==> config.mk <==
export PLATFORM = sky130hd
export DESIGN_NAME = instruction_fetch_unit
export DESIGN_NICKNAME = d
export VERILOG_FILES = /design/src/rtl/instruction_fetch_unit.sv
export SDC_FILE = /design/constraint.sdc
export NUM_CORES = 1
export LEC_CHECK = 0
export CORE_AREA = 4 4 115 117
export CTS_CLUSTER_DIAMETER = 150
export DETAILED_ROUTE_END_ITERATION = 6
export DIE_AREA = 0 0 119 121
export HOLD_SLACK_MARGIN = 0.12
export PLACE_DENSITY = 0.95
export SLEW_MARGIN = 25
export SYNTH_ARGS = -nofsm -noshare
export SYNTH_HDL_FRONTEND = slang
export SYNTH_SLANG_ARGS = --single-unit
==> constraint.sdc <==
create_clock -name CLK -period 7 [get_ports CLK]
set_input_delay 0.7 -clock CLK [delete_from_list [all_inputs] [get_ports CLK]]
set_output_delay 0.7 -clock CLK [all_outputs]
set_load 0.03 [all_outputs]
==> src/rtl/instruction_fetch_unit.sv <==
// PC and instruction-fetch stage of the 8-bit CPU.
// Fetches one word over a busywait handshake, then holds it until retire.
module instruction_fetch_unit #(
    parameter logic [31:0] RESET_PC = 32'h0000_0000
) (
    input  logic        CLK,
    input  logic        RESET,
    output logic        IMEM_READ,
    output logic [31:0] IMEM_ADDRESS,
    input  logic [31:0] IMEM_READDATA,
    input  logic        IMEM_BUSYWAIT,
    output logic [31:0] PC,
    output logic [31:0] INSTRUCTION,
    output logic        INSTR_VALID,
    input  logic        EXEC_BUSY,
    input  logic        JUMP,
    input  logic        BRANCH,
    input  logic        ZERO,
    input  logic [7:0]  OFFSET,
    output logic [31:0] INSTR_COUNT
);

    typedef enum logic {
        S_FETCH,
        S_EXEC
    } state_t;

    state_t      state;
    logic [31:0] pc4;
    logic [31:0] next_pc;
    logic        taken;

    // OFFSET counts words, so it is sign-extended and scaled by 4
    always_comb begin
        pc4     = PC + 32'd4;
        taken   = JUMP | (BRANCH & ZERO);
        next_pc = pc4;
        if (taken)
            next_pc = pc4 + {{22{OFFSET[7]}}, OFFSET, 2'b00};
    end

    assign IMEM_READ    = (state == S_FETCH) & ~RESET;
    assign IMEM_ADDRESS = PC;

    always_ff @(posedge CLK) begin
        if (RESET) begin
            state       <= S_FETCH;
            PC          <= RESET_PC;
            INSTRUCTION <= 32'd0;
            INSTR_VALID <= 1'b0;
            INSTR_COUNT <= 32'd0;
        end else begin
            unique case (state)
                S_FETCH: begin
                    if (!IMEM_BUSYWAIT) begin
                        INSTRUCTION <= IMEM_READDATA;
                        INSTR_VALID <= 1'b1;
                        state       <= S_EXEC;
                    end
                end
                S_EXEC: begin
                    if (!EXEC_BUSY) begin
                        PC          <= next_pc;
                        INSTR_COUNT <= INSTR_COUNT + 32'd1;
                        INSTR_VALID <= 1'b0;
                        state       <= S_FETCH;
                    end
                end
            endcase
        end
    end

endmodule

# After elaboration in Yosys (flattened, before gate mapping)
# Index checks and enable logic that the tools add are counted.
# classes
add_sub_neg,3
mul,0
div_mod_pow,0
magnitude_cmp,0
n_eq_ne,2
n_shift,0
muxes,7
bitwise_logic,7
reduce_logical,3
# ops
cell,count
$add A32 B1 Y32 const B,1
$add A32 B3 Y32 const B,1
$add A32 B32 Y32,1
$mux W32,1
$reduce_and A2 Y1,3
$mux W1,4
$ne A2 B2 Y1 const B,2
$not A1 Y1,4
$pmux W1 S2,2
$and A1 B1 Y1,2
$or A1 B1 Y1,1
# word_totals
reg_bits,98
latchBits,0
ram_bits,0
romBits,0
input_bits,47
out_inout_bits,130
elab_cells,27
memories,0

# Logic depth before layout (Yosys ltp)
# Gate-level depths: netlist (run 1).
# logic_depth
depth_word,3
mapped_depth,18
mapped_depth_nobuf,17

# Least setup slack after synthesis (run 1)
# No wires, ideal clock.
# synth_timing
path_kind,register -> register
start,"register PC[4], in the netlist IMEM_ADDRESS[4]"
end,"register PC[31], in the netlist IMEM_ADDRESS[31]"
setup_time_ns,0.121
arrival_time_ns,4.039
required_ns,6.879
setup_slack_ns,2.840
path_stages_with_launch,17
path_buffers,1
period_less_slack_ns,4.160
path_cell_list,dfxtp_1 and3_1 and2_4 and4_1 nor3b_1 nand3_1 xnor2_1 ha_1 clkbuf_1 a21o_1 a21o_1 a21oi_1 o211ai_1 a31oi_1 mux2i_1 mux2i_1 mux2_2
# synth_via
elab_chain_cells,3
# synth_rtl
element,line,text
from (decl),12,"output logic [31:0] PC,"
from (signal assigned),63,PC <= next_pc;
$add A32 B3 Y32 *,35,pc4 = PC + 32'd4;
$add A32 B32 Y32,39,"next_pc = pc4 + {{22{OFFSET[7]}}, OFFSET, 2'b00};"
$mux W32 *,38,if (taken)
# Every way passes the cells marked *; elsewhere a longest branch is shown, timed or not.
# A chain may end at the register's enable or synchronous reset.

# Worst setup path after layout (run 1)
# Ends and elaborated chain as after synthesis.

==> results of run 1 <==
==> area by class of cell <==
cell class              instances  area, um^2
clock buffers                  10         229
clock inverters                 6         100
fillers                       988        4160
inverters                      10        37.5
multi-input cells             650        3940
flip-flops and latches         96        1920
well taps                     172         215
repair buffers                177        1750
==> worst paths after layout <==
path | from | to | slack (ps) | depth (start not counted)
min | INSTRUCTION[23] | INSTRUCTION[23] | 460 | 2
min reg2reg | INSTRUCTION[23] | INSTRUCTION[23] | 460 | 2
max reg2reg | IMEM_ADDRESS[4] | IMEM_ADDRESS[31] | 2540 | 16
max | IMEM_ADDRESS[4] | IMEM_ADDRESS[31] | 2540 | 16
==> worst register-to-register path: cells and delay by family, from the launching register on <==
kind	cells	cell delay, ps
compound gates	4	650
xor+xnor	1	190
fa+ha+maj	1	320
flops	1	470
mux	3	820
simple gates	7	1900
==> Yosys cell counts (3+ instances only) <==
master	count
sky130_fd_sc_hd__a21o_1	21
sky130_fd_sc_hd__ha_1	38
sky130_fd_sc_hd__o211ai_1	5
sky130_fd_sc_hd__and3_1	12
sky130_fd_sc_hd__a311oi_1	5
sky130_fd_sc_hd__buf_6	3
sky130_fd_sc_hd__o21ai_0	43
sky130_fd_sc_hd__xor2_1	38
sky130_fd_sc_hd__inv_1	10
sky130_fd_sc_hd__nand2_1	129
sky130_fd_sc_hd__o21bai_1	4
sky130_fd_sc_hd__nand4_1	18
sky130_fd_sc_hd__a22oi_1	6
sky130_fd_sc_hd__buf_4	35
sky130_fd_sc_hd__or3_1	9
sky130_fd_sc_hd__nand3_1	37
sky130_fd_sc_hd__dfxtp_1	96
sky130_fd_sc_hd__a21oi_1	93
sky130_fd_sc_hd__and4_1	4
sky130_fd_sc_hd__nor3_1	11
sky130_fd_sc_hd__a221oi_1	4
sky130_fd_sc_hd__xnor2_1	33
sky130_fd_sc_hd__nor2b_1	4
sky130_fd_sc_hd__o22ai_1	4
sky130_fd_sc_hd__nor4_1	6
sky130_fd_sc_hd__clkbuf_1	36
sky130_fd_sc_hd__a211oi_1	12
sky130_fd_sc_hd__nor2_1	73
sky130_fd_sc_hd__a31oi_1	4
==> sequential cells by signal, indices dropped and copies added, names as in the netlist <==
name	cells
IMEM_ADDRESS	30
INSTR_COUNT	32
state	1
INSTR_VALID	1
INSTRUCTION	32
==> cell families after synthesis <==
family | after synthesis | share of synthesized area, %
AND/OR/NAND/NOR | 320 | 23.5
AO/OA/AOI/OAI | 212 | 20.0
flip-flops | 96 | 30.4
buffers and inverters | 87 | 7.77
XOR/XNOR | 72 | 10.1
adder cells (fa/ha/maj) | 39 | 7.83
multiplexers | 3 | 0.494
other | 1 | 0.0592
==> metal layers <==
metal / part of all wire, % / up-vias / GRT usage, %
met5: 0 / - / 0
met4: 2.3 / 0 / 8.18
met3: 5.0 / 35 / 3.68
met2: 51 / 224 / 44.5
met1: 42 / 3075 / 29.9
li1: - / 3112 / -
==> stage by stage <==
stage / std cells / util, % / power (W)
after CTS: 1121 / 66.3 / 0.00151
after floorplan: 833 / - / 0.000844
after detailed placement: 1105 / 63.7 / 0.000962
after global placement: 1105 / 63.7 / 0.000954
after global routing: 1121 / 66.3 / 0.00157
final: 1121 / 66.3 / 0.00150
==> power groups by stage <==
stage / logic [W] / clock network [W] / registers, W
4_1_cts: 0.000361 / 0.000553 / 0.000592
2_1_floorplan: 0.000204 / 0 / 0.000640
3_3_place_gp: 0.000352 / 0 / 0.000603
3_5_place_dp: 0.000357 / 0 / 0.000605
5_1_grt: 0.000391 / 0.000579 / 0.000596
6_report: 0.000363 / 0.000547 / 0.000593
==> summary.md, run 1 <==
| Metric | Value |
|---|---|
| Status | finished clean |
| Power per cell area | roughly 180 nW/um^2 |
| Leading cell type in the layout, fill and taps excluded | sky130_fd_sc_hd__clkdlybuf4s50_1 |
| Top-level port count | 177 |
| Minimum hold slack | 456 ps |
| Type of the tightest min-delay check | reg -> reg |
| Vias post-DR | 6446 |
| CTS buffer count | 9 |
| Initial antenna violation count | 0 |
| Required time of the critical path | just over 7000 ps |
| Total routed wirelength | 18500 um |
| Share of the synthesized area in the top cell type | 30.4% |
| Number of slew-limit violations in the final report | 0 |
| Number of register bits inferred by synthesis | between 90 and 100 |
| Final critical-path share of the clock period | 63.7% |
| Slew headroom | about 32% |
| Cell count after synthesis | 830 |
| Worst path bufs/invs | 0 |
| Placed cell areas | 7870 um^2 |
| Final WS setup | 2540 ps |
| Critical Path End Type | flop |
| Number of maximum-capacitance violations | 0 |
| Crit path kind | reg -> reg |
| Crit path max-delay cell type | sky130_fd_sc_hd__nor3b_1 |
| Logic pwr share | 24.2% |
| Die height | 121 um |
| VDD IR-drop max | 0.109 mV |
| Post-Synthesis Mean Instance Area | 7.63 um^2 |
| Commonest cells after routing, fill and taps aside | sky130_fd_sc_hd__clkdlybuf4s50_1, sky130_fd_sc_hd__nand2_1, sky130_fd_sc_hd__dfxtp_1 |
| Post-placement worst setup slack | between 2000 and 3000 ps |
| Ys async rst share | 0% |
| DIE WIDTH | 119 um |
| Layout overhead on the synthesized area | 29.5% |
| Signal arrival time at the worst endpoint | 4690 ps |
| Via density per instance | 5.75 |
| Number of placement rows | 41 |
| Final hold violation count | 0 |
| Reported leakage power | 3.22 nW |
| Maximum buffer depth of the clock tree | 2 |
| Wire length of the first global-routing pass | 29400 um |
| Startpoint Class | flop |
| Synth Cell Area | between 6000 and 7000 um^2 |
| Root buffer selected by CTS | sky130_fd_sc_hd__clkbuf_16 |
| Cell type with the highest aggregate area in the netlist | sky130_fd_sc_hd__dfxtp_1 |
| Final nets | 1030 |
| ANT cells | 0 |
| Largest net degree at the start of global routing | 98 |
| Cell-internal power | 0.00104 W |
| Setup Skew | 6.89 ps |
| Sequential cell area fraction in the yosys report | around 30% |
| Finished layout cell area | 8200 um^2 |
| GRT overflow | 0 |
| Postcts setup bufs | 0 |
| CP most frequent cell | sky130_fd_sc_hd__mux2i_1 |
| Synth warn | 0 |
| Net load switching power | 0.000465 W |
| CTS tree | built |
| Core region area | 12400 um^2 |
| Cell types with the largest area share after synthesis | sky130_fd_sc_hd__dfxtp_1, sky130_fd_sc_hd__nand2_1, sky130_fd_sc_hd__ha_1 |
| Sum of net half-perimeters after detailed placement | 13100 um |
| Via count of the first global-routing pass | roughly 6100 |
| Count of flip-flops with a built-in enable after synthesis | 0 |
| DRC marker count from the first detailed-route iteration | roughly 650 |
| Avg WL per Cell | about 16 um |
| # setup viols final | 0 |
| Cell variety after synth | ~60 |
| Unrepaired setup endpoints after global routing | no |
| Clock latency reported for the late side of the worst-skew pair | 340 ps |
| Number of clock sinks | 96 |
| Ratio of cells with drive above 1 in the final layout | 3.79% |
| Drt drc | 0 |
| Clock transition time at the flip-flop clock pins of the worst setup and hold paths | about 70 ps |
| Worst Tran Pin Value | slightly above 1000 ps |
| Cell class contributing the biggest share of worst-path delay | simple AND/OR/NAND/NOR gates |
| Pre-antenna DRT Iters | 5 |
| Share of power burned in the clock network | roughly 36% |
| Minimum clock period after layout | 4460 ps |
| Final-layout setup total negative slack | 0 ps |
| CTS hold repair buffers | 0 |
| Cell breakdown of the critical path | and3_1 -> and2_4 -> and4_1 -> nor3b_1 -> nand3_1 -> nor3_1 -> xor2_1 -> ha_1 -> a21oi_1 -> o22ai_1 -> o21ai_0 -> nand2b_1 -> a31oi_1 -> mux2i_1 -> mux2i_1 -> mux2_2 |
| Maximum frequency from static timing analysis | approximately 220 MHz |
| Largest fanout of any net on the critical path | 8 |
| Area of the die | 14400 um^2 |
| Commonest register cell after synthesis | sky130_fd_sc_hd__dfxtp_1 |
| Post-CTS Resized | 0 |
| Starting density of the core | 51.2% |
| GRT Util Overall | 24.6% |
| Routability congestion estimate from global placement | 0.969 |
| Port Buf Inserts | 172 |
| Number of H-tree levels | 3 |
| Maximum single-stage delay on the critical path | 500 ps |
| Sequential fraction of design power | around two fifths |
| Count of antenna-violating nets left after detailed routing | 0 |
| Proportion of total power due to net switching | 31.0% |
Note: power is estimated with default switching activity, not from simulation.
==> run 2: changes to the inputs <==
CORE_AREA = 4 4 119 121   (was 4 4 115 117)
DIE_AREA = 0 0 123 125   (was 0 0 119 121)
PLACE_DENSITY = 0.92   (was 0.95)
clock period = 4.4 ns   (was 7 ns; I/O delays follow)
==> run 2 against run 1 <==
Sequential share of layout area is 0.28 points lower. Maximum frequency increased by 7.9%. Setup slack lost 2300 ps. Combinational power is 62% higher. Design area rose by 1.2%. Worst hold slack about the same. Final cell count increased by 1.2%. Critical path type unchanged.
==> summary.md, run 2 (synthesis results as in run 1) <==
| Metric | Value |
|---|---|
| Slew headroom | 37.1% (+4.7 points) |
| Clock transition time at the flip-flop clock pins of the worst setup and hold paths | 70 ps (about the same) |
| Startpoint of the most critical hold path | INSTRUCTION[0] |
| Critical Path End Type | flop |
| Number of clock sinks | 96 (unchanged) |
| # setup viols final | 0 (unchanged) |
| Leading cell type in the layout, fill and taps excluded | sky130_fd_sc_hd__clkdlybuf4s50_1 |
| CTS tree | built |
| Number of placement rows | 42 (+2.4%) |
| Via count of the first global-routing pass | 6024 (-1.0%) |
| Clock latency reported for the late side of the worst-skew pair | 350 ps (about the same) |
| Required time of the critical path | 4630 ps (-2600 ps) |
| Maximum buffer depth of the clock tree | 2 (unchanged) |
| GRT overflow | 0 (unchanged) |
| Sum of net half-perimeters after detailed placement | 13300 um (+1.7%) |
| Layout overhead on the synthesized area | 31.1% |
| Startpoint Class | flop |
| Unrepaired setup endpoints after global routing | no |
| Endpoint with the worst hold slack | INSTRUCTION[0] |
| GRT Util Overall | 22.8% (-1.8 points) |
| Status | finished clean |
| Starting density of the core | 48.4% (-2.8 points) |
| Largest net degree at the start of global routing | 54 (-45%) |
| Initial antenna violation count | 0 (unchanged) |
| Core region area | 13100 um^2 (+5.8%) |
| Port Buf Inserts | 172 (unchanged) |
| Count of antenna-violating nets left after detailed routing | 0 (unchanged) |
| Worst Tran Pin Value | 943 ps (-70.0 ps) |
| Commonest cells after routing, fill and taps aside | sky130_fd_sc_hd__clkdlybuf4s50_1, sky130_fd_sc_hd__nand2_1, sky130_fd_sc_hd__dfxtp_1 |
| Ratio of cells with drive above 1 in the final layout | 5.95% (+2.2 points) |
| Setup Skew | 11.5 ps (+4.63 ps) |
| Total power of the final layout | 0.00232 W (+54%) |
| Number of H-tree levels | 3 (unchanged) |
| Final critical-path share of the clock period | 94.0% (+30 points) |
| Reported leakage power | 3.28 nW (+1.7%) |
| Maximum frequency from static timing analysis | 242 MHz (+7.9%) |
| Signal arrival time at the worst endpoint | 4370 ps (-320 ps) |
| Minimum hold slack | 456 ps (+0.228 ps) |
| Via density per instance | 5.67 (-1.5%) |
| Avg WL per Cell | 16.2 um (-1.4%) |
| CTS buffer count | 9 (unchanged) |
| Fillcell total | 1075 (+8.8%) |
| Launching point of the worst reg2reg path | IMEM_ADDRESS[6] |
| Crit path kind | reg -> reg |
| Root buffer selected by CTS | sky130_fd_sc_hd__clkbuf_16 |
| Die height | 125 um (+3.3%) |
| Minimum clock period after layout | 4140 ps (-325 ps) |
| VDD IR-drop max | 0.175 mV (+61%) |
| Number of slew-limit violations in the final report | 0 (unchanged) |
| ANT cells | 0 (unchanged) |
| Routability congestion estimate from global placement | 0.963 (-0.60%) |
| DRC marker count from the first detailed-route iteration | 632 (-2.2%) |
| Postcts setup bufs | 0 (unchanged) |
| CTS hold repair buffers | 0 (unchanged) |
| DIE WIDTH | 123 um (+3.4%) |
| Type of the tightest min-delay check | reg -> reg |
| Pre-antenna DRT Iters | 5 (unchanged) |
| Area of the die | 15400 um^2 (+6.8%) |
| Instance count along the most critical hold path | 2 (unchanged) |
| Worst R2R Setup Slack | 260 ps (-2280 ps) |
| Vias post-DR | 6426 (-0.31%) |
| Power per cell area | 279 nW/um^2 (+52%) |
| Reg-to-reg critical path endpoint | IMEM_ADDRESS[31] |
| Final-layout setup total negative slack | 0 ps (unchanged) |
| Number of cells on the worst reg-to-reg path | 17 (+1) |
| Drt drc | 0 (unchanged) |
| Final hold violation count | 0 (unchanged) |
| Largest fanout of any net on the critical path | 5 (-3) |
| Top-level port count | 177 (unchanged) |
| Total routed wirelength | 18400 um (-0.26%) |
| Final nets | 1039 (+0.87%) |
| Wire length of the first global-routing pass | 29000 um (-1.4%) |
| Number of maximum-capacitance violations | 0 (unchanged) |
run 2: worst max path at each step:
stage,slack [ps],from,to,cells after the start
6_report,260,IMEM_ADDRESS[6],IMEM_ADDRESS[31],17
5_1_grt,10,IMEM_ADDRESS[6],IMEM_ADDRESS[31],16
4_1_cts,90,IMEM_ADDRESS[6],IMEM_ADDRESS[31],15
3_5_place_dp,120,IMEM_ADDRESS[6],IMEM_ADDRESS[31],15
3_3_place_gp,240,IMEM_ADDRESS[6],IMEM_ADDRESS[31],15
2_1_floorplan,240,IMEM_ADDRESS[4],IMEM_ADDRESS[31],16
run 2: metal layers:
metal	up-vias	part of all wire, %	track usage, %
li1	3135	-	-
met1	3018	43	29.4
met2	229	48	38.3
met3	44	5.8	3.03
met4	0	3.1	9.25
met5	-	0	0
run 2: power breakdown:
group	leakage (nW)	internal (W)	total, W	switching (W)
logic	2.35	0.000242	0.000587	0.000344
clock network	0.144	0.000414	0.000795	0.000381
registers	0.781	0.000902	0.000937	0.0000351
total	3.28	0.00156	0.00232	0.000761
run 2: stage by stage:
stage | cell area [um^2] | setup WS (ps) | util, % | cells
final | 8300 | 264 | 63.4 | 1134
after global routing | 8300 | 10.5 | 63.4 | 1134
after CTS | 8240 | 94.8 | 63.0 | 1134
after detailed placement | 7940 | 123 | 60.7 | 1118
after global placement | 7940 | 241 | 60.7 | 1118
after floorplan | 6340 | 240 | - | 833
run 2: layout make-up:
class	count	area [um^2]	area share, %
clock buffers	10	239	2.88
clock inverters	6	61.3	0.739
inverters	10	37.5	0.452
multi-input cells	650	4000	48.2
flip-flops and latches	96	1920	23.2
well taps	176	220	2.65
repair buffers	186	1820	22.0
run 2: worst max-delay path, stage by stage (launching register included):
cell,delay [ps]
sky130_fd_sc_hd__dfxtp_1,400
sky130_fd_sc_hd__and3_1,220
sky130_fd_sc_hd__and2_4,170
sky130_fd_sc_hd__nand2_1,100
sky130_fd_sc_hd__nor2_1,190
sky130_fd_sc_hd__nand3_1,180
sky130_fd_sc_hd__xnor2_1,170
sky130_fd_sc_hd__ha_1,360
sky130_fd_sc_hd__nand4_1,210
sky130_fd_sc_hd__o22ai_1,120
sky130_fd_sc_hd__a211oi_2,310
sky130_fd_sc_hd__a21oi_2,120
sky130_fd_sc_hd__o211ai_1,190
sky130_fd_sc_hd__o211ai_1,200
sky130_fd_sc_hd__a31oi_1,250
sky130_fd_sc_hd__mux2i_1,250
sky130_fd_sc_hd__mux2i_1,220
sky130_fd_sc_hd__mux2_2,340
run 2: timing repair:
item / in CTS / in global routing
resized for setup: 0 / 12
hold endpoints to repair: 0 / 0
endpoints found under the setup margin: 0 / 5
